**config.mk**
```make
export PLATFORM = sky130hd
export DESIGN_NAME = seg7_display_ctrl
export DESIGN_NICKNAME = d
export VERILOG_FILES = /design/src/rtl/seg7_pkg.sv /design/src/rtl/bin2bcd_seq.sv /design/src/rtl/seg7_display_ctrl.sv
export SDC_FILE = /design/constraint.sdc
export NUM_CORES = 1
export LEC_CHECK = 0
export CAP_MARGIN = 10
export CORE_MARGIN = 5
export CORE_UTILIZATION = 45
export CTS_BUF_LIST = sky130_fd_sc_hd__clkbuf_16
export DETAILED_ROUTE_END_ITERATION = 12
export PLACE_DENSITY = 0.62
export SYNTH_ARGS = -nofsm -noshare
export SYNTH_HDL_FRONTEND = slang
export SYNTH_HIERARCHICAL = 1
export SYNTH_SLANG_ARGS = --single-unit
```
**constraint.sdc**
```tcl
create_clock -name clk -period 4.9 [get_ports clk]
set_input_delay 0.98 -clock clk [delete_from_list [all_inputs] [get_ports clk]]
set_output_delay 0.98 -clock clk [all_outputs]
set_load 0.05 [all_outputs]
```
**src/rtl/seg7_pkg.sv**
```systemverilog
// Shared segment constants, hex font and FSM state type for the seven-segment controller.
package seg7_pkg;

    localparam int unsigned SEG_A = 0;
    localparam int unsigned SEG_B = 1;
    localparam int unsigned SEG_C = 2;
    localparam int unsigned SEG_D = 3;
    localparam int unsigned SEG_E = 4;
    localparam int unsigned SEG_F = 5;
    localparam int unsigned SEG_G = 6;

    // Active-high forms; the top applies output polarity last.
    localparam logic [6:0] SEG_BLANK = 7'b000_0000;
    localparam logic [6:0] SEG_DASH  = 7'(1 << SEG_G);

    typedef enum logic [0:0] {IDLE, CONV} state_e;

    function automatic logic [6:0] hex_font(input logic [3:0] nib);
        logic [6:0] seg;
        case (nib)
            4'h0: seg = 7'h3F;
            4'h1: seg = 7'h06;
            4'h2: seg = 7'h5B;
            4'h3: seg = 7'h4F;
            4'h4: seg = 7'h66;
            4'h5: seg = 7'h6D;
            4'h6: seg = 7'h7D;
            4'h7: seg = 7'h07;
            4'h8: seg = 7'h7F;
            4'h9: seg = 7'h6F;
            4'hA: seg = 7'h77;
            4'hB: seg = 7'h7C;
            4'hC: seg = 7'h39;
            4'hD: seg = 7'h5E;
            4'hE: seg = 7'h79;
            default: seg = 7'h71;
        endcase
        return seg;
    endfunction

    function automatic longint unsigned pow10(input int unsigned n);
        longint unsigned p;
        p = 1;
        for (int unsigned i = 0; i < n; i++) begin
            p = p * 10;
        end
        return p;
    endfunction

endpackage

```
**src/rtl/bin2bcd_seq.sv**
```systemverilog
// Sequential double-dabble converter: one shift-and-add-3 step per cycle, 4*NUM_DIGITS steps.
module bin2bcd_seq #(
    parameter int unsigned NUM_DIGITS = 6
) (
    input  logic                    clk_i,
    input  logic                    rst_i,
    input  logic                    start_i,
    input  logic [4*NUM_DIGITS-1:0] bin_i,
    output logic                    done_o,
    output logic [4*NUM_DIGITS-1:0] bcd_o
);

    localparam int unsigned W    = 4 * NUM_DIGITS;
    localparam int unsigned CNTW = $clog2(W);
    localparam logic [CNTW-1:0] LAST = CNTW'(W - 1);

    logic [W-1:0]    bin_q;
    logic [W-1:0]    bcd_q;
    logic [CNTW-1:0] cnt_q;
    logic            run_q;
    logic [W-1:0]    adj;
    logic [2*W-1:0]  shifted;

    always_comb begin
        adj = bcd_q;
        for (int k = 0; k < int'(NUM_DIGITS); k++) begin
            if (bcd_q[4*k +: 4] >= 4'd5) begin
                adj[4*k +: 4] = bcd_q[4*k +: 4] + 4'd3;
            end
        end
        shifted = {adj, bin_q} << 1;
    end

    // bcd_o is the result of the step in flight; it is the final value while done_o is high.
    assign bcd_o  = shifted[2*W-1:W];
    assign done_o = run_q && (cnt_q == LAST);

    always_ff @(posedge clk_i or posedge rst_i) begin
        if (rst_i) begin
            bin_q <= '0;
            bcd_q <= '0;
            cnt_q <= '0;
            run_q <= 1'b0;
        end else if (start_i) begin
            bin_q <= bin_i;
            bcd_q <= '0;
            cnt_q <= '0;
            run_q <= 1'b1;
        end else if (run_q) begin
            bin_q <= shifted[W-1:0];
            bcd_q <= shifted[2*W-1:W];
            cnt_q <= cnt_q + 1'b1;
            if (done_o) begin
                run_q <= 1'b0;
            end
        end
    end

endmodule

```
**src/rtl/seg7_display_ctrl.sv**
```systemverilog
// Multi-digit seven-segment controller: hex/decimal load handshake, leading-zero blanking,
// per-digit blink and decimal overflow dashes.
module seg7_display_ctrl
    import seg7_pkg::*;
#(
    parameter int unsigned NUM_DIGITS = 6,
    parameter int unsigned BLINK_DIV  = 25_000_000,
    parameter int unsigned ACTIVE_LOW = 1
) (
    input  logic                    clk,
    input  logic                    rst,
    input  logic                    in_valid,
    output logic                    in_ready,
    input  logic [4*NUM_DIGITS-1:0] in_value,
    input  logic                    in_dec,
    input  logic                    in_blank_lz,
    input  logic [NUM_DIGITS-1:0]   blink_mask,
    output logic [7*NUM_DIGITS-1:0] seg_out,
    output logic                    overflow,
    output logic                    busy
);

    localparam int unsigned W   = 4 * NUM_DIGITS;
    localparam int unsigned BCW = $clog2(BLINK_DIV);
    localparam longint unsigned DEC_MAX = pow10(NUM_DIGITS) - 1;

    state_e                state_q;
    logic [W-1:0]          digits_q;
    logic [NUM_DIGITS-1:0] blank_q;
    logic                  ovf_q;
    logic                  lz_q;
    logic [BCW-1:0]        blink_cnt_q;
    logic                  blink_ph_q;

    logic                  dec_over;
    logic                  conv_start;
    logic                  conv_done;
    logic [W-1:0]          conv_bcd;

    // Blank every digit above the most significant non-zero one; digit 0 always shows.
    function automatic logic [NUM_DIGITS-1:0] lz_mask(input logic [W-1:0] d);
        logic [NUM_DIGITS-1:0] mask;
        logic                  seen;
        mask = '0;
        seen = 1'b0;
        for (int k = int'(NUM_DIGITS) - 1; k > 0; k--) begin
            seen    = seen | (d[4*k +: 4] != 4'h0);
            mask[k] = ~seen;
        end
        return mask;
    endfunction

    function automatic logic [6:0] digit_glyph(input logic [3:0] nib, input logic dash,
                                               input logic off);
        logic [6:0] g;
        g = off ? SEG_BLANK : (dash ? SEG_DASH : hex_font(nib));
        return (ACTIVE_LOW != 0) ? ~g : g;
    endfunction

    assign in_ready   = (state_q == IDLE);
    assign busy       = ~in_ready;
    assign overflow   = ovf_q;
    assign dec_over   = 64'(in_value) > DEC_MAX;
    assign conv_start = in_ready && in_valid && in_dec && !dec_over;

    bin2bcd_seq #(
        .NUM_DIGITS(NUM_DIGITS)
    ) u_bin2bcd (
        .clk_i  (clk),
        .rst_i  (rst),
        .start_i(conv_start),
        .bin_i  (in_value),
        .done_o (conv_done),
        .bcd_o  (conv_bcd)
    );

    always_ff @(posedge clk or posedge rst) begin
        if (rst) begin
            state_q  <= IDLE;
            digits_q <= '0;
            blank_q  <= '1;
            ovf_q    <= 1'b0;
            lz_q     <= 1'b0;
        end else begin
            case (state_q)
                IDLE: begin
                    if (in_valid) begin
                        if (!in_dec) begin
                            digits_q <= in_value;
                            blank_q  <= in_blank_lz ? lz_mask(in_value) : '0;
                            ovf_q    <= 1'b0;
                        end else if (dec_over) begin
                            blank_q <= '0;
                            ovf_q   <= 1'b1;
                        end else begin
                            lz_q    <= in_blank_lz;
                            state_q <= CONV;
                        end
                    end
                end
                CONV: begin
                    if (conv_done) begin
                        digits_q <= conv_bcd;
                        blank_q  <= lz_q ? lz_mask(conv_bcd) : '0;
                        ovf_q    <= 1'b0;
                        state_q  <= IDLE;
                    end
                end
                default: state_q <= IDLE;
            endcase
        end
    end

    always_ff @(posedge clk or posedge rst) begin
        if (rst) begin
            blink_cnt_q <= '0;
            blink_ph_q  <= 1'b0;
        end else if (blink_cnt_q == BCW'(BLINK_DIV - 1)) begin
            blink_cnt_q <= '0;
            blink_ph_q  <= ~blink_ph_q;
        end else begin
            blink_cnt_q <= blink_cnt_q + 1'b1;
        end
    end

    always_comb begin
        seg_out = '0;
        for (int k = 0; k < int'(NUM_DIGITS); k++) begin
            seg_out[7*k +: 7] = digit_glyph(digits_q[4*k +: 4], ovf_q,
                                            blank_q[k] | (blink_ph_q & blink_mask[k]));
        end
    end

endmodule

```
Yosys cells after proc, flatten, opt, wreduce, memory -nomap -nowiden:

Memory sizes are Yosys's and may differ from the RTL's.
Index checks and enable logic that the tools add are counted.

* bits in registers: 113
* latch bits: 0
* bits in writable memories: 0
* ROM bits: 672
* bits of input ports: 35
* output and inout bits: 45
* word-level logic and storage cells: 144
* memories: 6

Memories
* (no name shown): depth 16, bits a word 7, rd ports 1, clocked after Yosys merged registers in 0, write ports 0, RTL line seg7_pkg.sv:20 `case (nib)`
* (no name shown): depth 16, bits a word 7, rd ports 1, clocked after Yosys merged registers in 0, write ports 0, RTL line seg7_pkg.sv:20
* (no name shown): depth 16, bits a word 7, rd ports 1, clocked after Yosys merged registers in 0, write ports 0, RTL line seg7_pkg.sv:20
* (no name shown): depth 16, bits a word 7, rd ports 1, clocked after Yosys merged registers in 0, write ports 0, RTL line seg7_pkg.sv:20
* (no name shown): depth 16, bits a word 7, rd ports 1, clocked after Yosys merged registers in 0, write ports 0, RTL line seg7_pkg.sv:20
* (no name shown): depth 16, bits a word 7, rd ports 1, clocked after Yosys merged registers in 0, write ports 0, RTL line seg7_pkg.sv:20

* add/sub/neg operators: 8
* multipliers: 0
* divide/modulo/power cells: 0
* magnitude comparators: 7
* eq/ne operators: 6
* shift operators: 0
* multiplexer cells: 48
* bitwise logic cells: 39
* reductions and logical operators: 19

Operator list (number)
* $mux 24: 7
* $mux 7: 12
* $pmux 24 s2: 1
* $not 7->7: 6
* $reduce_bool 4->1: 10
* $mux 6: 6
* $add 25x1->25 const B: 1
* $eq 25x25->1 const B: 1
* $mux 25: 1
* $ge 4x3->1 const B: 6
* $gt 24x20->1 const B: 1
* $add 4x2->4 const B: 5
* $mux 4: 5
* $or 1x1->1: 14
* $not 1->1: 13
* $pmux 6 s2: 1
* $mux 1: 10
* $mux 5: 2
* $and 1x1->1: 6
* $reduce_and 3->1: 2
* $add 5x1->5 const B: 1
* $eq 5x5->1 const B: 1
* $logic_and 1x1->1: 4
* $ne 2x2->1 const B: 2
* other kinds (8): 9

Longest topological paths before layout:

* depth after elaboration: 11
* depth in mapped cells: 9
* gate-level depth less buffers: 9

By module:

Netlist, hierarchy kept.

Modules (own cells, without submodules)
* seg7_display_ctrl: instances 1, cells an instance 507, area each 4534.3 sq um, seq. area each 1483.9 sq um
* bin2bcd_seq: instances 1, cells an instance 331, area each 3103.0 sq um, seq. area each 1351.3 sq um

Worst setup path after synthesis:

OpenSTA, ideal clock, no wires.

* kind: register to output
* from: register digits_q[20]
* to: output seg_out[39]
* arrival time: 2627 ps
* required time: 3920 ps
* setup slack: 1293 ps
* stages on the path, launching flop included: 5
* buffers on the path: 0
* cells stage by stage: dfrtp_1 -> inv_1 -> ha_1 -> nor2b_1 -> o311ai_0

* longest elaborated chain between the ends: 4

Ends and longest elaborated chain
* from (decl): RTL line seg7_display_ctrl.sv:28 `logic [W-1:0] digits_q;`
* from (signal assigned): RTL line seg7_display_ctrl.sv:89 `digits_q <= in_value;`
* from (signal assigned): RTL line seg7_display_ctrl.sv:103 `digits_q <= conv_bcd;`
* $mem_v2 16x7
* $mux 7 (2 in a row): RTL line seg7_display_ctrl.sv:56 `g = off ? SEG_BLANK : (dash ? SEG_DASH : hex_font(nib));`
* $not 7->7: RTL line seg7_display_ctrl.sv:57 `return (ACTIVE_LOW != 0) ? ~g : g;`
* to (decl): RTL line seg7_display_ctrl.sv:18 `output logic [7*NUM_DIGITS-1:0] seg_out,`

No other way between the ends.

Final worst setup path:

* from: input blink_mask[4]
* to: output seg_out[28]

* longest elaborated chain between the ends: 4

Ends and longest elaborated chain
* from (decl): RTL line seg7_display_ctrl.sv:17 `input logic [NUM_DIGITS-1:0] blink_mask,`
* $and 1x1->1: RTL line seg7_display_ctrl.sv:130 `blank_q[k] | (blink_ph_q & blink_mask[k]));`
* $or 1x1->1: RTL line seg7_display_ctrl.sv:130
* $mux 7: RTL line seg7_display_ctrl.sv:56
* $not 7->7: RTL line seg7_display_ctrl.sv:57

No other way between the ends.

==> run metrics <==
status=finished, final reports clean; wirelength, routed=18300 um; DR iter-0 viols=around 320; CP dominant cell by count=clkdlybuf4s50_1; CTS resizes=0; number of max-cap violations=0; maximum clock path buffer count=2; fmax=263 MHz; Synth cell types=66; Detail Route Antenna Nets=0; final worst path period share=between 70% and 80%; CP arrival=2820 ps; CTS sink cnt=113; hold crit path type=register to register; synth warn=6; Setup Buffers After CTS=0; H-Tree Depth=4; TNS Setup=0 ps; die area=19700 um2; Clock Tree Root=clkbuf_16; largest net degree at the start of global routing=70; metal3 WL=792 um; M1 wire length=8770 um; WHS Endpoint=blink_cnt_q[4]; sequential area share after synthesis=37.1%; n_diodes=0; gp weighted congestion=0.809; wire per inst=between 15 and 20 um; first-pass GRT wire length=about 31000 um; Final nets=975; commonest non-fill, non-tap cell in the layout=dfrtp_1; Synth area leader=dfrtp_1; pwr/cell area=around 600 nW/um2; Post-route DRC=0; Async SR Flop Fraction=100%; final hold violations=0; Initial Util=a little under half; Mapped Area=~7600 um2; reg2reg start=u_bin2bcd/bcd_q[8]; Top Ports=80; DP Wirelength=13300 um; cell count after synthesis=838; top post-synthesis cells by area=dfrtp_1 35%, mux2i_1 7.3%, ha_1 7.2%, nand2_1 4.1%, a21oi_1 3.6%; TritonCTS Buffers=17; r2r setup slk=2230 ps; Hold Crit Start=blink_cnt_q[4]; worst hold path depth=1; TritonCTS clock tree=done; WP data required=just under 4000 ps; clock-pin slew on the worst setup and hold paths=50 ps; Slew Limit Fails=0; P&R area growth vs syn=20.2%; Setup crit end kind=primary output; EDFF count, synth=0; DR top layer=met4; normalized max-slew margin=about a third; cells along the critical path=clkdlybuf4s50_1, a21oi_1, and2_0, o311ai_0, clkdlybuf4s50_1; Clk Latency, worst-skew pair=about 410 ps; met2 routed WL=between 8000 and 9000 um; port bufs=79; Hold Buf Count CTS=0; GRT Total Usage=18.8%; Post-Syn Nets=917; drt via density=5.62; Die W=140 um; reg2reg end=blank_q[1]; share of layout cells above drive strength 1=around 8.6%; Leak=between 0.003 and 0.004 uW; Initial DRT Pass Iterations=5; Synth Area per Inst=9.11 um2; grt total ovfl=0; Via Count=6337; RSZ-0062 raised after global routing=false; row cnt=47; Crit Path Class=input port to primary output; vias in the first global route=between 5000 and 6000; core area=roughly 17000 um2; Final Setup Violations=0; worst-path fanout max=6; Die Y=140 um; VDD IR max=between 0.0002 and 0.0003 V; slowest stage delay, CP=740 ps; Synth Flop Type=dfrtp_1; Worst Skew=7.87 ps; Synth top area share=35.1%; most frequent cells in the layout=106 x dfrtp_1, 83 x nand2_1, 79 x clkdlybuf4s50_1; FF+latch count, synth=113; Slowest-stage cell, CP=clkdlybuf4s50_1; WHS=466 ps; fin crit period=3800 ps; Slew @ Worst Pin=approximately 1000 ps; Worst setup SP type=input port; initial antenna violation count=0; R2R depth=8
[final cells by class]
type,instances,area (um2)
multi-input combinational,643,4460
inverter,36,135
sequential,113,2840
clock inverter,14,199
tap,220,275
clock buffer,17,425
fill,1474,7460
timing repair buffer,85,848
[cell usage after synthesis (8+ instances only)]
cell        n
nand2b_1   22
or4_1      11
mux2i_1    56
nor2_1     67
o211ai_1   20
inv_1      35
o311ai_0   16
a21oi_1    55
nand3_1    28
nand4_1     8
nand2_1    83
nor2b_1    18
o21ai_0    46
xor2_1     11
nand3b_1   13
xnor2_1    13
mux2_2     11
buf_2      16
clkbuf_1   21
ha_1       44
dfrtp_1   107
[state kept, by name, summed over array words and instances (netlist names), 5 cells and up]
signal and flops:
u_bin2bcd/bcd_q 24, u_bin2bcd/cnt_q 5, digits_q 24, blank_q 6, u_bin2bcd/bin_q 24, blink_cnt_q 25
[worst max-delay path: cells and delay by family]
kind / cells / cell delay, ps
buf+inv: 2 / 1140
compound gates: 2 / 370
simple gates: 1 / 330
[where the power goes]
group / total, uW / switching, uW / internal [uW]
logic: 2590 / 1580 / 1010
registers: 1510 / 357 / 1150
clock network: 1310 / 424 / 889
[logic make-up (layout without fill, tap and decap cells)]
group	count (synthesis)	after routing	synth area share, %
compound gates	197	197	16.6
flops	113	113	37.1
buf+inv	82	152	4.75
mux	73	73	9.85
simple gates	305	305	21.7
fa+ha+maj	44	44	7.21
xor+xnor	24	24	2.75
[how the worst max path moves through the flow]
| stage | startpoint | end | slack (ps) | cells after the start |
|---|---|---|---|---|
| floorplan | digits_q[20] | seg_out[39] | 1290 | 4 |
| global placement | blink_mask[4] | seg_out[33] | 1130 | 5 |
| detailed placement | blink_mask[4] | seg_out[33] | 1090 | 5 |
| CTS | blink_mask[4] | seg_out[33] | 1090 | 5 |
| global route | blink_mask[2] | seg_out[17] | 990 | 5 |
| finish | blink_mask[4] | seg_out[28] | 1100 | 5 |
[routing by layer]
| metal | global-route usage, % | vias to the layer above |
|---|---|---|
| met5 | 0 | - |
| met4 | 4.74 | 0 |
| met3 | 4.09 | 19 |
| met2 | 29.3 | 122 |
| met1 | 26.8 | 3060 |
| li1 | - | 3136 |
[through the flow]
stage          cells  worst slack [ps]  power [uW]  util (%)  area (um2)
6_report        1128              1100        5410      55.1        9180
5_1_grt         1128               991        5780      55.1        9180
4_1_cts         1128              1090        5430      55.1        9180
3_5_place_dp    1097              1090        4100      51.4        8550
3_3_place_gp    1097              1130        4010      51.4        8550
2_1_floorplan    838              1290        3350         -        7640
Power figures use the tool's default switching activity.
